[config.mk]
export PLATFORM = sky130hd
export DESIGN_NAME = irq_controller
export DESIGN_NICKNAME = d
export VERILOG_FILES = /design/src/rtl/irq_controller_pkg.sv /design/src/rtl/irq_prio_enc.sv /design/src/rtl/irq_controller.sv
export SDC_FILE = /design/constraint.sdc
export NUM_CORES = 1
export LEC_CHECK = 0
export ABC_AREA = 1
export CAP_MARGIN = 10
export CORE_UTILIZATION = 44
export DETAILED_ROUTE_END_ITERATION = 8
export HOLD_SLACK_MARGIN = 0.06
export PLACE_DENSITY = 0.87
export SLEW_MARGIN = 20
export SYNTH_ARGS = -nofsm -noshare
export SYNTH_HDL_FRONTEND = slang
export SYNTH_SLANG_ARGS = --single-unit
[constraint.sdc]
create_clock -name clk -period 3 [get_ports clk]
set_input_delay 0.3 -clock clk [delete_from_list [all_inputs] [get_ports clk]]
set_output_delay 0.3 -clock clk [all_outputs]
set_load 0.05 [all_outputs]
[src/rtl/irq_controller_pkg.sv]
// rtl/irq_controller_pkg.sv - shared register offsets, FSM encodings and helpers for the interrupt controller
package irq_controller_pkg;

  localparam logic [1:0] IRQ_PEND = 2'd0;
  localparam logic [1:0] IRQ_MASK = 2'd1;
  localparam logic [1:0] IRQ_EDGE = 2'd2;
  localparam logic [1:0] IRQ_VECT = 2'd3;

  localparam int HOLD_W = 4;

  typedef enum logic [1:0] {
    IRQ_IDLE   = 2'd0,
    IRQ_ASSERT = 2'd1,
    IRQ_HOLD   = 2'd2
  } irq_state_e;

  function automatic logic [31:0] vect_word(input logic valid, input logic [2:0] idx);
    return {valid, 28'd0, idx};
  endfunction

endpackage

[src/rtl/irq_prio_enc.sv]
// rtl/irq_prio_enc.sv - lowest-index-wins priority encoder over N request bits
module irq_prio_enc #(
  parameter int N = 6
) (
  input  logic [N-1:0] req,
  output logic         valid,
  output logic [2:0]   idx
);

  always_comb begin
    valid = |req;
    idx   = '0;
    // Scan downwards so the lowest set index is the last one written.
    for (int i = N - 1; i >= 0; i--) begin
      if (req[i]) idx = 3'(i);
    end
  end

endmodule

[src/rtl/irq_controller.sv]
// rtl/irq_controller.sv - memory-mapped interrupt controller driving the CPU HW_INT lines
module irq_controller
  import irq_controller_pkg::*;
#(
  parameter int          N_IRQ     = 6,
  parameter logic [31:0] BASE_ADDR = 32'h0000_7F20,
  parameter int          HOLD_CYC  = 4
) (
  input  logic             clk,
  input  logic             reset,
  input  logic [31:0]      DEV_ADDR,
  input  logic [31:0]      DEV_WDATA,
  input  logic             DEV_WE,
  output logic [31:0]      DEV_RDATA,
  input  logic [N_IRQ-1:0] IRQ_IN,
  output logic [5:0]       HW_INT
);

  logic [N_IRQ-1:0] pend_q, pend_d, mask_q, mask_d, edge_q, edge_d;
  logic [N_IRQ-1:0] irq_prev_q, masked, clr, edge_set;
  logic [5:0]       hw_q, hw_d;
  logic [HOLD_W-1:0] cnt_q, cnt_d;
  irq_state_e       state_q, state_d;
  logic             hit, wr, ack, valid;
  logic [1:0]       reg_sel;
  logic [2:0]       idx;
  logic             unused_bits;

  assign unused_bits = ^{DEV_ADDR[1:0], DEV_WDATA[31:N_IRQ]};

  assign hit     = (DEV_ADDR[31:4] == BASE_ADDR[31:4]);
  assign reg_sel = DEV_ADDR[3:2];
  assign wr      = DEV_WE && hit;
  assign masked  = pend_q & mask_q;

  irq_prio_enc #(.N(N_IRQ)) u_prio (
    .req   (masked),
    .valid (valid),
    .idx   (idx)
  );

  // Acknowledge only counts while a request is actually being presented.
  assign ack      = wr && (reg_sel == IRQ_VECT) && (state_q == IRQ_ASSERT) && valid;
  assign edge_set = IRQ_IN & ~irq_prev_q;

  always_comb begin
    clr = '0;
    if (wr && reg_sel == IRQ_PEND) clr = DEV_WDATA[N_IRQ-1:0];
    if (ack) clr = clr | (N_IRQ'(1) << idx);
    pend_d = (edge_q & ((pend_q & ~clr) | edge_set)) | (~edge_q & IRQ_IN);
    mask_d = (wr && reg_sel == IRQ_MASK) ? DEV_WDATA[N_IRQ-1:0] : mask_q;
    edge_d = (wr && reg_sel == IRQ_EDGE) ? DEV_WDATA[N_IRQ-1:0] : edge_q;
  end

  always_comb begin
    state_d = state_q;
    cnt_d   = cnt_q;
    hw_d    = '0;
    case (state_q)
      IRQ_IDLE: begin
        if (valid) begin
          state_d = IRQ_ASSERT;
          hw_d    = 6'(masked);
        end
      end
      IRQ_ASSERT: begin
        if (ack) begin
          state_d = IRQ_HOLD;
          cnt_d   = HOLD_W'(HOLD_CYC);
        end else if (!valid) begin
          state_d = IRQ_IDLE;
        end else begin
          hw_d = 6'(masked);
        end
      end
      IRQ_HOLD: begin
        cnt_d = cnt_q - 1'b1;
        // Leaving the window re-presents pending work straight away, so the
        // line stays low for exactly HOLD_CYC cycles.
        if (cnt_q <= 1) begin
          cnt_d = '0;
          if (valid) begin
            state_d = IRQ_ASSERT;
            hw_d    = 6'(masked);
          end else begin
            state_d = IRQ_IDLE;
          end
        end
      end
      default: state_d = IRQ_IDLE;
    endcase
  end

  always_ff @(posedge clk) begin
    if (reset) begin
      pend_q     <= '0;
      mask_q     <= '0;
      edge_q     <= '1;
      irq_prev_q <= '0;
      hw_q       <= '0;
      cnt_q      <= '0;
      state_q    <= IRQ_IDLE;
    end else begin
      pend_q     <= pend_d;
      mask_q     <= mask_d;
      edge_q     <= edge_d;
      irq_prev_q <= IRQ_IN;
      hw_q       <= hw_d;
      cnt_q      <= cnt_d;
      state_q    <= state_d;
    end
  end

  always_comb begin
    DEV_RDATA = '0;
    if (hit) begin
      case (reg_sel)
        IRQ_PEND: DEV_RDATA = 32'(pend_q);
        IRQ_MASK: DEV_RDATA = 32'(mask_q);
        IRQ_EDGE: DEV_RDATA = 32'(edge_q);
        default:  DEV_RDATA = vect_word(valid, idx);
      endcase
    end
  end

  assign HW_INT = hw_q;

endmodule
### Word-level counts from Yosys, hierarchy flattened

Cells that the tools add are included.

| word-level totals | value |
|---|---|
| bits in registers | 36 |
| input port bits | 73 |
| output and inout bits | 38 |
| logic and storage cells | 67 |

| cells by class | value |
|---|---|
| add/sub/neg operators | 1 |
| order comparisons | 1 |
| equal/unequal tests | 10 |
| shifts and indexed selects | 1 |
| mux-type cells | 23 |
| bitwise gates (word level) | 11 |
| reductions and logical operators | 13 |

Operators by type and width:

| cell | count |
|---|---|
| $pmux 32 s3 | 1 |
| $mux 32 | 1 |
| $and 6x6->6 | 5 |
| $mux 6 | 5 |
| $eq 28x11->1 const B | 1 |
| $mux 3 | 6 |
| $not 6->6 | 3 |
| $or 6x6->6 | 3 |
| $pmux 6 s3 | 1 |
| $mux 2 | 4 |
| $mux 4 | 2 |
| $pmux 4 s2 | 1 |
| $logic_and 1x1->1 | 7 |
| $eq 2x2->1 const B | 3 |
| $ne 2x2->1 const B | 3 |
| $pmux 2 s3 | 1 |
| $reduce_or 6->1 | 1 |
| $shl 1x3->6 const A | 1 |
| $eq 2x1->1 const B | 2 |
| $le 4x1->1 const B | 1 |
| $logic_not 2->1 | 2 |
| $sub 4x1->4 const B | 1 |
| $ne 3x3->1 const B | 1 |
| $reduce_and 3->1 | 1 |
| 3 further kinds | 3 |

### Logic depth before layout (Yosys ltp)

Gate-level depths: netlist of the first run.

| logic depth | value |
|---|---|
| depth after elaboration | 15 |
| depth in mapped cells | 12 |
| depth with buffers taken out | 12 |

### Hierarchy

From an unflattened synthesis of the first run, not the netlist that was laid out.

| second synthesis, totals | value |
|---|---|
| cell total of the unflattened synthesis | 352 |
| area total of the unflattened synthesis | 2299.7 um2 |

By module, submodules not included:

| module | instances | cells each | area each (um2) | sequential area each (um2) |
|---|---|---|---|---|
| irq_controller | 1 | 337 | 2227.1 | 720.7 |
| irq_prio_enc | 1 | 15 | 72.6 | 0.0 |

### Worst setup path after synthesis of the first run

Ideal clock, no wire load.

| timing path | value |
|---|---|
| kind | register -> output |
| from | reg pend_q[5] |
| to | out DEV_RDATA[0] |
| data arrival time | 2118 ps |
| data required time | 2700 ps |
| setup slack | 582 ps |
| cell stages (with the launch flop) | 7 |
| path buffers | 0 |
| cells stage by stage | dfxtp_1 nand2_1 o21ai_0 nand2_1 a21oi_1 inv_1 a211oi_1 |

| on the way | value |
|---|---|
| longest elaborated chain between the ends | 9 |

RTL lines:

| item | RTL line | text |
|---|---|---|
| from (decl) | irq_controller.sv:19 | `logic [N_IRQ-1:0] pend_q, pend_d, mask_q, mask_d, edge_q, edge_d;` |
| from (signal assigned) | irq_controller.sv:104 | `pend_q <= pend_d;` |
| $and 6x6->6 | irq_controller.sv:34 | `assign masked = pend_q & mask_q;` |
| $mux 3 (6 in a row) | irq_prio_enc.sv:15 | `if (req[i]) idx = 3'(i);` |
| $pmux 32 s3 | irq_controller.sv:117 | `case (reg_sel)` |
| $mux 32 | irq_controller.sv:116 | `if (hit) begin` |
| to (decl) | irq_controller.sv:14 | `output logic [31:0] DEV_RDATA,` |

Every way passes these cells.

### Worst setup path after layout of the first run

Ends and elaborated chain as after synthesis.

==> results.cfg, run 1 <==
[run_status]
outcome = finished clean

[floorplan]
initial_core_util_pct = 46.6
pin_count = 111
die_w_um = 73.2
die_area_mm2 = 0.00536
fp.dieH_um = 73.2
core_area_mm2 = 0.00479
fp-row-count = 25

[cts]
cts_root_buffer = clkbuf_8
cts_made_buffers = 5
h-tree-depth = 2
clk_latency_ps = 290
ctsResizeCount = 0
postCtsHoldBufs = 0
cts_tree = built
clock-sinks = 36
path_clk_slew_ps = 70
cts_buffer_depth = 2
postCtsSetupRepairBufs = 0

[global_route]
grt_pass1_vias = 2112
grt_start_max_net_pins = 28
grt_pass1_wl_um = 9420
antenna_found_initial = 0
grt_overflow = 0
grt.total_usage_pct = 22.8

[timing]
hold_slack_ps = 469
drv_slew = 0
tightest_slew_ps = 498
rsz0062_at_grt = false
finalHoldViolCount = 0
fin_crit_ps = 2410
setup_viol = 0
fin_worst_skew_ps = 9.10
fin_crit_sh_pct = 80.4
fmax_ghz = 0.415
setup_tns_ps = 0
relSlewSlack_pct = 66.7

[power_and_ir_drop]
power_uw = 1170
clkPwrFrac_pct = 39.9
p_int_uw = 857
swShare_pct = 26.6
comb_power_share_pct = 17.2
leakagePower_uw = 0.00144
p_sw_uw = 311
ir_drop_mv = 0.279
p_seq_share_pct = 42.9
powerDensity_mw_per_mm2 = 399

[synth]
synth_area_leaders = dfxtp_1 (32%), nand2_1 (19%), nor2_1 (8.9%)
synth-main-ff-cell = dfxtp_1
syn-cell-area_mm2 = 0.00223
synth_edf_count = 0
async_reset_ff_share_pct = 0
yosysTopAreaCellShare_pct = 32.3
synth_seq_cells = 36
yosysWarnings = 0
synth_top_area_cell = dfxtp_1
yosysSeqAreaShare_pct = 32.3
yosys-top-cells-count = nand2_1 (112), nor2_1 (53), inv_1 (41)
synth_area_per_cell_um2 = 6.25
yosysMostFrequentCell = nand2_1
ys_types = 31
synthCells = 357

[worst_setup_path]
crit_type = flop to primary output
r2r_slack_ps = 1280
critPathCaptureType = primary output
critPathArrivalTime_ps = 2110
crit_fanout = 4
r2r_cells = 6
crit-reg2reg-launch = cnt_q[0]
critPathLaunchType = flop
critPathRequiredTime_ps = 2700
reg2reg_to = cnt_q[1]

[detailed_routing]
vias_per_cell = 4.73
wl_per_cell_um = 11.5
ant_nets = 0
drc = 0
wirelength_um = 5610
dr_total_vias = 2302
drt_iter0_drc = 107
drtPass1Iterations = 5

[cells_and_area]
instances_no_fill = 487
syn2layout_area_growth_pct = 31.4
stdcell_area_mm2 = 0.00293
drive_gt1_share_pct = 7.62
final_nets = 494
num_antenna_cells = 0
fillers = 453

[placed_design]
gp_congestion = 0.934
portBuffers = 57
place_area_mm2 = 0.00280
dp_cells = 479
dp_hpwl_um = 4330

[worst_hold_path]
min_path_cells = 3
min_to = pend_q[2]
hp-class = flop to flop
min_from = irq_prev_q[2]

[flow_run]
cap_violations = 0
==> per-layer routing <==
layer	vias up	GRT usage [%]	wire length, um
li1	1191	-	-
met5	-	0	0
met2	91	38.1	2800
met3	7	7.46	449
met1	1013	27.9	2310
met4	0	6.54	51
==> cell usage in the layout (no fill, tap or decap) <==
master	count
dfxtp_1	36
or2_2	2
a31oi_1	3
a221oi_1	3
clkdlybuf4s50_1	50
a22oi_1	1
and2_0	1
o21ai_0	8
nor2_1	53
buf_12	2
and3_1	1
clkbuf_8	7
clkinv_4	1
a211oi_1	1
inv_1	41
nand2_2	3
clkinv_1	1
bufinv_16	1
nand3_2	1
nand2_1	112
nor2_2	1
conb_1	25
ha_1	2
inv_4	1
nand4_1	5
nand3_1	30
nor2_8	2
nor3_1	1
a21oi_1	13
buf_4	9
nand2_4	1
xor2_1	1
a21oi_2	1
==> worst max path at each step <==
stage | start | slack (ps) | end
5_1_grt | DEV_ADDR[14] | 440 | DEV_RDATA[0]
3_5_place_dp | DEV_ADDR[14] | 640 | DEV_RDATA[0]
2_1_floorplan | pend_q[5] | 580 | DEV_RDATA[0]
3_3_place_gp | DEV_ADDR[14] | 620 | DEV_RDATA[0]
4_1_cts | pend_q[5] | 610 | DEV_RDATA[0]
6_report | pend_q[5] | 590 | DEV_RDATA[0]
==> state kept, by name, summed over array words and instances (netlist names) <==
name	count
state_q	2
edge_q	6
mask_q	6
HW_INT	6
irq_prev_q	6
cnt_q	4
pend_q	6
==> critical path: stages, from the launching register on <==
cell and delay [ps]:
dfxtp_1 420, nand2_1 90, o21ai_0 180, nand2_1 70, a21oi_1 290, inv_1 160
a211oi_1 410, buf_12 200
==> power by group through the flow <==
stage | registers (uW) | clock network (uW) | logic, uW
6_report | 501 | 466 | 201
3_5_place_dp | 511 | 0 | 199
3_3_place_gp | 511 | 0 | 196
5_1_grt | 502 | 495 | 217
2_1_floorplan | 507 | 0 | 145
4_1_cts | 500 | 470 | 200
==> kinds of logic (layout without fill, tap and decap cells) <==
| logic type | after synthesis | in the layout | share of synthesized area (%) |
|---|---|---|---|
| compound gates | 30 | 30 | 7.80 |
| other cells | 1 | 25 | 0.168 |
| simple gates | 213 | 213 | 41.1 |
| flops | 36 | 36 | 32.3 |
| buf+inv | 74 | 113 | 17.1 |
| xor+xnor | 1 | 1 | 0.393 |
| fa+ha+maj | 2 | 2 | 1.12 |
==> stage by stage <==
step                utilization, %  setup slack (ps)
global placement              58.6               623
detailed placement            58.6               637
global route                  61.2               436
CTS                           61.2               612
finish                        61.2               588
floorplan                        -               582
==> final cells by class <==
type | instances | area, um^2 | share of cell area [%]
clock inverters | 1 | 30.0 | 1.02
well taps | 67 | 83.8 | 2.86
inverters | 44 | 173 | 5.89
clock buffers | 7 | 96.3 | 3.29
repair buffers | 61 | 608 | 20.8
multi-input cells | 271 | 1220 | 41.6
flip-flops and latches | 36 | 721 | 24.6
Power figures use the tool's default switching activity.
==> inputs of run 2 (changes only) <==
CORE_UTILIZATION = 41   (was 44)
PLACE_DENSITY = 0.82   (was 0.87)
clock period = 2.4 ns   (was 3 ns; I/O delays follow)
==> results.cfg, run 2 (same netlist as run 1, synthesis figures left out) <==
[global_route]
antenna_found_initial = 0
grt_start_max_net_pins = 16
grt.total_usage_pct = 20.8
grt_overflow = 0
grt_pass1_vias = 2051
grt_pass1_wl_um = 9050

[timing]
hold_slack_ps = 471
setup_viol = 0
drv_slew = 0
fmax_ghz = 0.442
fin_crit_sh_pct = 94.2
relSlewSlack_pct = 66.7
finalHoldViolCount = 0
fin_ws_ps = 140
fin_crit_ps = 2260
tightest_slew_ps = 498
rsz0062_at_grt = false
setup_tns_ps = 0
fin_worst_skew_ps = 7.28

[worst_hold_path]
hp-class = primary input to flop

[worst_setup_path]
cpPeakStageDelay_ps = 490
crit_fanout = 8
cp_top_family = buffers and inverters
cp.buffers_inverters = 4
path_common_cell = nor2_1
worst_path_max_delay_cell = clkdlybuf4s50_1
critPathCaptureType = primary output
critPathLaunchType = primary input
cp_cell_sequence = clkdlybuf4s50_1 > inv_1 > nor2_1 > nand2_1 > nor2_1 > nand2_2 > nor2_8 > inv_4 > a221oi_1 > buf_12
crit_type = primary input to primary output
critPathRequiredTime_ps = 2160
critPathArrivalTime_ps = 2020

[power_and_ir_drop]
p_seq_share_pct = 47.0
comb_power_share_pct = 19.2
ir_drop_mv = 0.319
power_uw = 1330
swShare_pct = 29.1
p_sw_uw = 387
leakagePower_uw = 0.00145
powerDensity_mw_per_mm2 = 443
p_int_uw = 941
clkPwrFrac_pct = 33.8

[placed_design]
post-place-ws_ps = 111
dp_hpwl_um = 4390
portBuffers = 57
gp_congestion = 0.923

[cells_and_area]
num_antenna_cells = 0
layout_common_cells = nand2_1 (112), nor2_1 (53), clkdlybuf4s50_1 (50)
final_util_pct = 58.0
seqCellArea_um2 = 721
final_nets = 498
fillers = 485
drive_gt1_share_pct = 8.49
syn2layout_area_growth_pct = 34.5
final_common_cell = nand2_1
multiInputGateArea_mm2 = 0.00122

[cts]
postCtsHoldBufs = 0
ctsResizeCount = 0
cts_made_buffers = 5
clock-sinks = 36
clk_latency_ps = 290
cts_tree = built
postCtsSetupRepairBufs = 0
cts_root_buffer = clkbuf_8
h-tree-depth = 2
cts_buffer_depth = 2
path_clk_slew_ps = 70

[detailed_routing]
drc = 0
wirelength_um = 5410
ant_nets = 0
wl_per_cell_um = 11.0
dr_total_vias = 2294
vias_per_cell = 4.64
drtPass1Iterations = 5
drt_iter0_drc = 138

[floorplan]
die_area_mm2 = 0.00574
pin_count = 111
die_w_um = 75.7
fp-row-count = 26
core_area_mm2 = 0.00517
initial_core_util_pct = 43.1
fp.dieH_um = 75.7

[run_status]
outcome = finished clean

[flow_run]
cap_violations = 0
run 2: final cells by class:
type | instances | share of cell area, %
multi-input cells | 271 | 40.8
repair buffers | 65 | 23.4
clock buffers | 7 | 2.88
flip-flops and latches | 36 | 24.0
inverters | 44 | 5.76
well taps | 70 | 2.92
clock inverters | 1 | 0.250
run 2: path summary, 6_finish.rpt:
kind,start,to,cells after the start,slack (ps)
worst max register to register,cnt_q[0],cnt_q[1],6,680
worst min register to register,cnt_q[0],cnt_q[0],1,480
worst min-delay path,IRQ_IN[3],irq_prev_q[3],3,470
worst max-delay path,DEV_ADDR[14],DEV_RDATA[2],10,140
run 2: per-layer routing:
metal / GRT usage [%] / part of all wire, % / vias up
li1: - / - / 1204
met1: 25.6 / 42 / 996
met2: 35.3 / 50 / 81
met3: 4.89 / 5.5 / 13
met4: 7.20 / 2.2 / 0
met5: 0 / 0 / -
run 2: worst min-delay path, cell delays in order:
cell and delay (ps):
clkdlybuf4s50_1 390, inv_1 50, nor2_1 40
run 2: power groups by stage:
stage / sequential (uW) / clock (uW) / combinational, uW
6_report: 624 / 449 / 255
5_1_grt: 625 / 489 / 279
2_1_floorplan: 634 / 0 / 181
3_5_place_dp: 637 / 0 / 253
3_3_place_gp: 637 / 0 / 248
4_1_cts: 624 / 461 / 254
run 2: metrics by stage:
step / instances / cell area [um^2]
2_1_floorplan: 381 / 2320
4_1_cts: 494 / 2990
5_1_grt: 494 / 3000
6_report: 494 / 3000
3_5_place_dp: 486 / 2900
3_3_place_gp: 486 / 2900
==> inputs of run 3 (changes only) <==
CTS_CLUSTER_SIZE = 14   (was unset)
==> results of run 3 <==
Final layout, timing and power as in run 2 (identical DEF).
